--- config.mk ---
export PLATFORM = sky130hd
export DESIGN_NAME = esc_pwm_guard
export DESIGN_NICKNAME = d
export VERILOG_FILES = /design/src/rtl/esc_pwm_pkg.sv /design/src/rtl/esc_pwm_guard_stop_filter.sv /design/src/rtl/esc_pwm_guard.sv
export SDC_FILE = /design/constraint.sdc
export NUM_CORES = 1
export LEC_CHECK = 0
export CORE_MARGIN = 1
export CORE_UTILIZATION = 65
export CTS_BUF_LIST = sky130_fd_sc_hd__clkbuf_4 sky130_fd_sc_hd__clkbuf_8
export DETAILED_ROUTE_END_ITERATION = 6
export PLACE_DENSITY = 0.93
export SYNTH_ARGS = -nofsm -noshare
export SYNTH_HDL_FRONTEND = slang
export SYNTH_HIERARCHICAL = 1
export SYNTH_SLANG_ARGS = --single-unit
--- constraint.sdc ---
create_clock -name clk -period 2.8 [get_ports clk]
set_clock_uncertainty 0.15 [all_clocks]
set_input_delay 0.56 -clock clk [delete_from_list [all_inputs] [get_ports clk]]
set_output_delay 0.56 -clock clk [all_outputs]
set_load 0.02 [all_outputs]
--- src/rtl/esc_pwm_pkg.sv ---
`default_nettype none
// ============================================================================
//  Module      : esc_pwm_pkg
//  Description : Shared types and constants for the ESC PWM guard.
//                FSM state encodings, the 20-bit pulse-width type, the
//                throttle ceiling and the throttle-to-width helper.
//  Revision    : 1.0 - initial release
// ============================================================================
package esc_pwm_pkg;

    // State encodings, also used by anyone observing the 2-bit state port
    localparam logic [1:0] c_ST_IDLE = 2'd0;
    localparam logic [1:0] c_ST_RUN  = 2'd1;
    localparam logic [1:0] c_ST_RAMP = 2'd2;
    localparam logic [1:0] c_ST_SAFE = 2'd3;

    typedef enum logic [1:0] {
        ST_IDLE = c_ST_IDLE,
        ST_RUN  = c_ST_RUN,
        ST_RAMP = c_ST_RAMP,
        ST_SAFE = c_ST_SAFE
    } state_t;

    // Pulse widths and the frame counter share one 20-bit unsigned type
    typedef logic [19:0] width_t;

    localparam int c_THR_MAX = 1000;

    // Clamp a raw 10-bit throttle to the ceiling and convert to cycles
    function automatic width_t thr_to_width(input logic [9:0] thr,
                                            input int         pw_min,
                                            input int         step_cyc);
        logic [9:0] v_thr;
        v_thr = (thr > 10'(c_THR_MAX)) ? 10'(c_THR_MAX) : thr;
        return width_t'(pw_min) + width_t'(v_thr) * width_t'(step_cyc);
    endfunction

endpackage
`default_nettype wire

--- src/rtl/esc_pwm_guard_stop_filter.sv ---
`default_nettype none
// ============================================================================
//  Module      : esc_pwm_guard_stop_filter
//  Description : Debounce for the security block's stop level. stop must be
//                high for STOP_FILT consecutive cycles; any low cycle clears
//                the count. Produces a one-cycle detect pulse and a level.
//  Ports       : clk, reset_n (async, active-low), stop (raw level),
//                stop_det (1-cycle pulse on acceptance),
//                stop_level (high while the accepted stop persists)
//  Revision    : 1.0 - initial release
// ============================================================================
module esc_pwm_guard_stop_filter #(
    parameter int STOP_FILT = 4
) (
    input  logic clk,
    input  logic reset_n,
    input  logic stop,
    output logic stop_det,
    output logic stop_level
);

    localparam int               c_CW   = $clog2(STOP_FILT + 1);
    localparam logic [c_CW-1:0]  c_LAST = c_CW'(STOP_FILT - 1);
    localparam logic [c_CW-1:0]  c_SAT  = c_CW'(STOP_FILT);
    localparam logic [c_CW-1:0]  c_ONE  = c_CW'(1);

    logic [c_CW-1:0] r_cnt;
    logic            r_det;
    logic            r_level;
    logic            w_hit;

    // The STOP_FILT-th consecutive high sample
    assign w_hit = stop && (r_cnt == c_LAST);

    always_ff @(posedge clk or negedge reset_n) begin
        if (!reset_n) begin
            r_cnt   <= '0;
            r_det   <= 1'b0;
            r_level <= 1'b0;
        end else begin
            if (!stop)
                r_cnt <= '0;
            else if (r_cnt != c_SAT)
                r_cnt <= r_cnt + c_ONE;
            r_det   <= w_hit;
            r_level <= stop && (r_cnt >= c_LAST);
        end
    end

    assign stop_det   = r_det;
    assign stop_level = r_level;

endmodule
`default_nettype wire

--- src/rtl/esc_pwm_guard.sv ---
`default_nettype none
// ============================================================================
//  Module      : esc_pwm_guard
//  Description : Final ESC drive stage. Generates one servo-PWM frame per
//                FRAME_CYC cycles for each motor, with pulse width taken
//                from the throttle command. A filtered stop request ramps
//                all motors to the idle pulse and latches a safe state
//                that needs two arm strobes (SAFE->IDLE->RUN) to leave.
//  Ports       : clk, reset_n (async, active-low)
//                stop            stop request level from security block
//                arm             single-cycle re-arm strobe
//                throttle        NUM_CH x 10-bit throttles (0..1000)
//                throttle_valid  single-cycle sample strobe for throttle
//                pwm_out         registered ESC pulse outputs
//                state           FSM state (IDLE=0 RUN=1 RAMP=2 SAFE=3)
//                stop_latched    high in RAMP and SAFE
//  Build option: STOP_HARD_CUT_EN - stop goes straight to SAFE and SAFE
//                drives no pulses at all.
//  Revision    : 1.0 - initial release
// ============================================================================
module esc_pwm_guard
    import esc_pwm_pkg::*;
#(
    parameter int NUM_CH    = 4,
    parameter int FRAME_CYC = 1000000,
    parameter int PW_MIN    = 50000,
    parameter int STEP_CYC  = 50,
    parameter int STOP_FILT = 4,
    parameter int RAMP_STEP = 500
) (
    input  logic                 clk,
    input  logic                 reset_n,
    input  logic                 stop,
    input  logic                 arm,
    input  logic [NUM_CH*10-1:0] throttle,
    input  logic                 throttle_valid,
    output logic [NUM_CH-1:0]    pwm_out,
    output logic [1:0]           state,
    output logic                 stop_latched
);

    localparam width_t c_PW_MIN     = width_t'(PW_MIN);
    localparam width_t c_FRAME_LAST = width_t'(FRAME_CYC - 1);
    localparam width_t c_RAMP       = width_t'(RAMP_STEP);
    localparam width_t c_RAMP_FLOOR = width_t'(PW_MIN + RAMP_STEP);

    state_t             r_state;
    state_t             w_next;
    width_t             r_frame_cnt;
    width_t             r_shadow [NUM_CH];
    width_t             r_active [NUM_CH];
    width_t             w_thr_width [NUM_CH];
    logic [NUM_CH-1:0]  r_pwm;
    logic               w_boundary;
    logic               w_active_min;
    logic               w_shadow_min;
    logic               w_pwm_en;
    logic               w_stop_det;
    logic               w_stop_level;

    esc_pwm_guard_stop_filter #(
        .STOP_FILT (STOP_FILT)
    ) u_stop_filter (
        .clk        (clk),
        .reset_n    (reset_n),
        .stop       (stop),
        .stop_det   (w_stop_det),
        .stop_level (w_stop_level)
    );

    // ------------------------------------------------------------------
    // Frame counter: 0..FRAME_CYC-1; count 0 is the frame boundary
    // ------------------------------------------------------------------
    always_ff @(posedge clk or negedge reset_n) begin
        if (!reset_n)
            r_frame_cnt <= '0;
        else if (r_frame_cnt == c_FRAME_LAST)
            r_frame_cnt <= '0;
        else
            r_frame_cnt <= r_frame_cnt + width_t'(1);
    end

    assign w_boundary = (r_frame_cnt == '0);

    // ------------------------------------------------------------------
    // Per-channel throttle decode
    // ------------------------------------------------------------------
    for (genvar gi = 0; gi < NUM_CH; gi++) begin : g_thr
        assign w_thr_width[gi] = thr_to_width(throttle[10*gi +: 10], PW_MIN, STEP_CYC);
    end

    always_comb begin
        w_active_min = 1'b1;
        w_shadow_min = 1'b1;
        for (int i = 0; i < NUM_CH; i++) begin
            if (r_active[i] != c_PW_MIN) w_active_min = 1'b0;
            if (r_shadow[i] != c_PW_MIN) w_shadow_min = 1'b0;
        end
    end

    // ------------------------------------------------------------------
    // Shadow and active widths. Active only changes at the boundary in
    // RUN/RAMP so a pulse in flight is never shortened or stretched.
    // ------------------------------------------------------------------
    always_ff @(posedge clk or negedge reset_n) begin
        if (!reset_n) begin
            for (int i = 0; i < NUM_CH; i++) begin
                r_shadow[i] <= c_PW_MIN;
                r_active[i] <= c_PW_MIN;
            end
        end else begin
            for (int i = 0; i < NUM_CH; i++) begin
                // Commands are frozen during the ramp so it cannot be undone
                if (throttle_valid && (r_state != ST_RAMP))
                    r_shadow[i] <= w_thr_width[i];

                case (r_state)
                    ST_RUN: begin
                        if (w_boundary)
                            r_active[i] <= r_shadow[i];
                    end
                    ST_RAMP: begin
                        if (w_boundary)
                            r_active[i] <= (r_active[i] >= c_RAMP_FLOOR) ?
                                           (r_active[i] - c_RAMP) : c_PW_MIN;
                    end
                    default: r_active[i] <= c_PW_MIN;
                endcase
            end
        end
    end

    // ------------------------------------------------------------------
    // Pulse generation
    // ------------------------------------------------------------------
`ifdef STOP_HARD_CUT_EN
    assign w_pwm_en = (r_state != ST_SAFE);
`else
    assign w_pwm_en = 1'b1;
`endif

    always_ff @(posedge clk or negedge reset_n) begin
        if (!reset_n) begin
            r_pwm <= '0;
        end else begin
            for (int i = 0; i < NUM_CH; i++)
                r_pwm[i] <= w_pwm_en && (r_frame_cnt < r_active[i]);
        end
    end

    // ------------------------------------------------------------------
    // Control FSM
    // ------------------------------------------------------------------
    always_ff @(posedge clk or negedge reset_n) begin
        if (!reset_n)
            r_state <= ST_IDLE;
        else
            r_state <= w_next;
    end

    always_comb begin
        w_next = r_state;
        case (r_state)
            ST_IDLE: begin
                // stop wins over a simultaneous arm
                if (w_stop_det)
                    w_next = ST_SAFE;
                else if (arm && !w_stop_level && w_shadow_min)
                    w_next = ST_RUN;
            end
            ST_RUN: begin
`ifdef STOP_HARD_CUT_EN
                if (w_stop_det) w_next = ST_SAFE;
`else
                if (w_stop_det) w_next = ST_RAMP;
`endif
            end
            ST_RAMP: begin
                if (w_boundary && w_active_min)
                    w_next = ST_SAFE;
            end
            ST_SAFE: begin
                // Re-arm lands in IDLE; a second arm is needed to run
                if (arm && !w_stop_det && !w_stop_level)
                    w_next = ST_IDLE;
            end
            default: w_next = ST_IDLE;
        endcase
    end

    assign pwm_out      = r_pwm;
    assign state        = r_state;
    assign stop_latched = (r_state == ST_RAMP) || (r_state == ST_SAFE);

endmodule
`default_nettype wire
==> impl_results.md, run 1 <==
* Root Driver: clkbuf_8
* CTS Sinks at 171
* Largest cells by area after synthesis: dfrtp_1, ha_1, dfstp_2
* H-tree depth at 4
* Fraction of synthesized cell area taken by the top area cell type at about 20%
* GRT overflow at 315
* Tool error: [ERROR GRT-0116] Global routing finished with congestion. Check the congestion regions in the DRC Viewer.
* Last stage: global routing (5_1_grt)
* #FFs+latches synth at 171
* Predominant post-synthesis flop cell: dfrtp_1
* IO Count at 52
* Area leader, netlist: dfrtp_1
* Register area share after synthesis at 27.7%
* Chip Width at roughly 160 um
* Synth Instances at 1788
* First-pass GRT wire length at 164000 um
* Synthesized Nets at approximately 2100
* GPL Wtd Cong at 0.990
* Post-synth EDFFs at 0
* CTS buffer count at 17
* Port buffer count at 51
* Placed inst area at approximately 20000 sq um
* FFs w/ async S/R, synth at 100%
* Pin count of the biggest net entering global routing at between 60 and 70
* Initial Util at between 60% and 70%
* Yosys warning total at 6
* HPWL after DPL at 42500 um
* GRT Total Usage at 89.1%
* Cell Area, Synth at approximately 16000 sq um
* # rows at 56
* Status: aborted with a tool error
* Syn Area/Cell at 8.77 sq um
* Netlist cell types at 88
* CTS max path bufs at 2
* Die height at 157 um
* Number of global-route vias before repair at 24400
-- timing repair --
item	CTS
buffers inserted	59
hold buffers	1
pin swaps	150
gates resized for setup	351
endpoints found under the hold margin	29
gates cloned	0
endpoints found under the setup margin	62
-- metrics by stage --
stage	hold WS, ns	cells	setup slack [ns]
after floorplan	0.114	1788	-1.64
after global placement	0.304	2381	-2.11
after detailed placement	0.315	2381	-2.29
after CTS	0.337	2464	-1.41
-- cells by family after synthesis --
logic type,synth area share (%)
AO/OA/AOI/OAI,20.4
XOR/XNOR,4.84
multiplexers,2.15
buffers and inverters,5.49
flip-flops,27.7
adder cells (fa/ha/maj),21.6
AND/OR/NAND/NOR,17.9
-- per-layer routing --
layer | GRT overflow | global-route usage (%)
met1 | 11 | 87.2
met2 | 143 | 98.8
met5 | 3 | 54.2
met3 | 27 | 81.5
met4 | 131 | 93.5
-- synth_stat cells, types with 6 or more instances --
master,n
nor2b_1,20
nor4b_1,6
o311ai_0,6
nor4_1,24
a21o_1,19
inv_1,155
xor2_1,37
o31a_1,8
nand4_1,27
a21oi_1,96
and3_1,21
nor3_1,42
mux2_2,21
dfrtp_1,123
a22o_1,8
o21ai_0,121
nand3b_1,8
a2111oi_0,6
nand2_1,153
a221o_1,9
xnor2_1,47
ha_1,238
a21boi_0,7
a31oi_1,30
o2111ai_1,13
a211oi_1,15
o21a_1,18
nand2b_1,30
a41oi_1,11
nor2_1,93
dfstp_2,48
o31ai_1,23
or2_2,10
and2_1,22
fa_1,20
o221ai_1,8
mux2i_1,10
o211ai_1,15
clkbuf_1,43
nand3_1,56
buf_2,16
==> inputs of run 2 (changes only) <==
--- a/config.mk
+++ b/config.mk
@@ -6,10 +6,9 @@
 export NUM_CORES = 1
 export LEC_CHECK = 0
 export CORE_MARGIN = 1
-export CORE_UTILIZATION = 65
-export CTS_BUF_LIST = sky130_fd_sc_hd__clkbuf_4 sky130_fd_sc_hd__clkbuf_8
+export CORE_UTILIZATION = 40
 export DETAILED_ROUTE_END_ITERATION = 6
-export PLACE_DENSITY = 0.93
+export PLACE_DENSITY_LB_ADDON = 0.15
 export SYNTH_ARGS = -nofsm -noshare
 export SYNTH_HDL_FRONTEND = slang
 export SYNTH_HIERARCHICAL = 1
==> run 2 against run 1 <==
The flow now finishes, with violations (setup timing). Area after synthesis did not move. Synthesized cell count is the same.
==> impl_results.md, run 2 <==
* Status: complete, but fails checks (was aborted with a tool error)
* Violated checks: setup timing
* Most instantiated library cell after synthesis: ha_1 (unchanged)
* Power per Cell Area at a little over 900 nW/um^2
* Netlist cell types at 88 (unchanged)
* Crit end category: flop
* Commonest non-fill, non-tap cell in the layout: buf_4
* Die area at 40000 sq um
* Worst setup margin at -1.34 ns
* DRT antenna net count at 0
* Start point of the worst hold path: r_shadow[48]
* Slew HR at 43.8%
* Hold Crit Class: reg2reg
* Placed inst area at 20100 sq um (was 19600 sq um)
* Routed wire length at 49000 um
* Antenna diode count at 0
* CTS tree: built
* Share of layout cells above drive strength 1 at 37.8%
* Core area at 38600 sq um
* Fmax achieved at 242 MHz
* Post-synth EDFFs at 0 (unchanged)
* HPWL after DPL at 37900 um (was 42500 um)
* Clock-pin slew on the worst setup and hold paths at 0.07 ns
* Clk Latency, worst-skew pair at 0.44 ns
* Largest cells by area after synthesis: dfrtp_1, ha_1, dfstp_2 (unchanged)
* Largest Register: r_active
* Area delta synth->final at 45.5%
* Critical path's largest stage delay at 0.44 ns
* Port buffer count at 51 (unchanged)
* Leak Pwr at 0.0101 uW
* # rows at 72 (was 56)
* Setup violators final at 44
* Grt met3 use at under 10%
* CTS max path bufs at 2 (unchanged)
* Register area share after synthesis at 27.7% (unchanged)
* Crit path max-delay family: adder cells
* Predominant post-synthesis flop cell: dfrtp_1 (unchanged)
* Worst path bufs/invs at 3
* FFs w/ async S/R, synth at 100% (unchanged)
* Area of the multi-input gates at 12900 sq um
* Root Driver: clkbuf_16 (was clkbuf_8)
* #FFs+latches synth at 171 (unchanged)
* RSZ-0062 raised after global routing: true
* Final min period at 4.14 ns
* Data required time of the worst path at 2.98 ns
* GRT Total Usage at 25.0%
* Final Instance Area at approximately 23000 sq um
* Most frequent cells in the layout: buf_4, ha_1, nand2_1
* Final Cycle Share at 148%
* DR vias/cell at 5.54
* Crit path launch type: input port
* Drt drc at 0
* Syn Area/Cell at 8.77 sq um (unchanged)
* Synthesized Nets at 2091 (unchanged)
* End-of-flow core utilization at 59.0%
* Max_cap viols at 0
* Initial Util at 40.6% (was 66.6%)
* Final hold viol count at 0
* Worst-path fanout max at 4
* Most Crowded Layer GR: met2
* Routing usage on met2 at 40.6%
* Largest registers: r_active: 76 flops, r_shadow: 64 flops, r_frame_cnt: 20 flops
* First-pass GRT wire length at 78400 um
* Initial DRC count at 828
* Synth top cells by count: ha_1, inv_1, nand2_1, dfrtp_1, o21ai_0 (unchanged)
* Final #Nets at 2485
* M1 GR Usage at 35.1%
* Fill count at 3242
* Critical Path AT at 4.32 ns
* DR WL/cell at 18.1 um
* GRT overflow at 0
* Area leader, netlist: dfrtp_1 (unchanged)
* Cell Area, Synth at 15700 sq um (unchanged)
* Max reg flops at between 70 and 80
* CP Cell Sequence: buf_6 -> o31a_1 -> o2111ai_4 -> buf_6 -> buf_12 -> nand2b_4 -> ha_4 -> ha_4 -> fa_1 -> ha_4 -> nor2b_4 -> o2111ai_4 -> and3_1 -> a211oi_2 -> a2bb2oi_4 -> nor3_2 -> nand3b_1 -> mux2_4
* CP Launch Point: throttle[12]
* Slew at the pin with the worst max-slew slack at ~0.83 ns
* Fraction of synthesized cell area taken by the top area cell type at 19.6% (unchanged)
* Reg area at 4340 sq um
* Max-slew violations at 0
* CP Class: in2reg
* CTS buffer count at 17 (unchanged)
* GPL Wtd Cong at 0.904 (was 0.990)
* Number of global-route vias before repair at 14800
* IO Count at 52 (unchanged)
* CTS Sinks at 171 (unchanged)
* Pin count of the biggest net entering global routing at 56
* Initial antenna violation count at 0
* Chip Width at 200 um (was 157 um)
* DR vias at 15000
* H-tree depth at 4 (unchanged)
* Yosys warning total at 6 (unchanged)
* Most used cell, CP: ha_4
* Synth Instances at 1788 (unchanged)
* RR Startpoint: r_active[15]
* Die height at 200 um (was 157 um)
* Peak VDD IR at just under 700 uV
* CP max stage cell: fa_1
* First-pass DRT Iterations at 5
-- run 2: worst register-to-register path: cells and delay by family (launching register included) --
| kind | cells | cell delay [ns] |
|---|---|---|
| DFF | 1 | 0.59 |
| AOI/OAI and AO/OA | 4 | 1.13 |
| buffers and inverters | 3 | 0.49 |
| and+or+nand+nor | 1 | 0.32 |
-- run 2: metal layers --
| metal | vias up | share of wire (%) |
|---|---|---|
| met1 | 7316 | 47 |
| met4 | 0 | 1.7 |
| met2 | 352 | 47 |
| met3 | 50 | 4.1 |
| li1 | 7324 | - |
| met5 | - | 0 |
-- run 2: final cells by class --
class	instances	share of cell area, %
Timing Repair Buffer	437	16.1
Clock inverter	6	0.587
Inverter	157	2.61
Clock buffer	26	2.15
Tap cell	518	2.84
Sequential cell	171	19.0
Multi-Input combinational cell	1398	56.7
-- run 2: worst paths after layout --
check	end	slack, ns	depth (start not counted)
setup / recovery	r_shadow[56]	-1.34	18
hold / removal	r_shadow[48]	0.32	2
setup reg to reg	r_active[5]	0.07	8
hold reg to reg	r_shadow[48]	0.32	2
max in group asynchronous	r_active[64]	1.19	3
min in group asynchronous	r_active[59]	0.50	2
-- run 2: kinds of logic (layout without fill, tap and decap cells) --
group,Yosys count,in the layout,share of synthesized area (%)
simple gates,548,548,17.9
xor+xnor,85,85,4.84
mux,31,31,2.15
fa+ha+maj,258,258,21.6
flops,171,171,27.7
buf+inv,219,626,5.49
compound gates,476,476,20.4
-- run 2: stage by stage --
step	cells	worst slack [ns]	hold WS, ns	power, uW	TNS, ns
floorplan	1788	-1.64	0.114	11900	-46.29
global placement	2617	-2.13	0.307	16300	-77.53
detailed placement	2617	-2.19	0.310	16500	-80.26
CTS	2701	-1.28	0.323	20200	-39.24
global route	2713	-1.46	0.333	22500	-45.92
finish	2713	-1.34	0.318	21100	-40.89
-- run 2: timing repair --
action	4_1_cts	5_1_grt
pin swaps	158	143
setup buffers	60	27
hold endpoints to repair	34	0
gates resized for setup	284	108
setup endpoints to repair	49	95
hold buffers	1	0
-- run 2: where the power goes --
group	internal, uW	switching [uW]	leakage [uW]
clock	1570	1000	0.000303
combinational	6420	7340	0.00774
sequential	3630	1170	0.00209
total	11600	9510	0.0101
(Power assumes the default switching activity.)
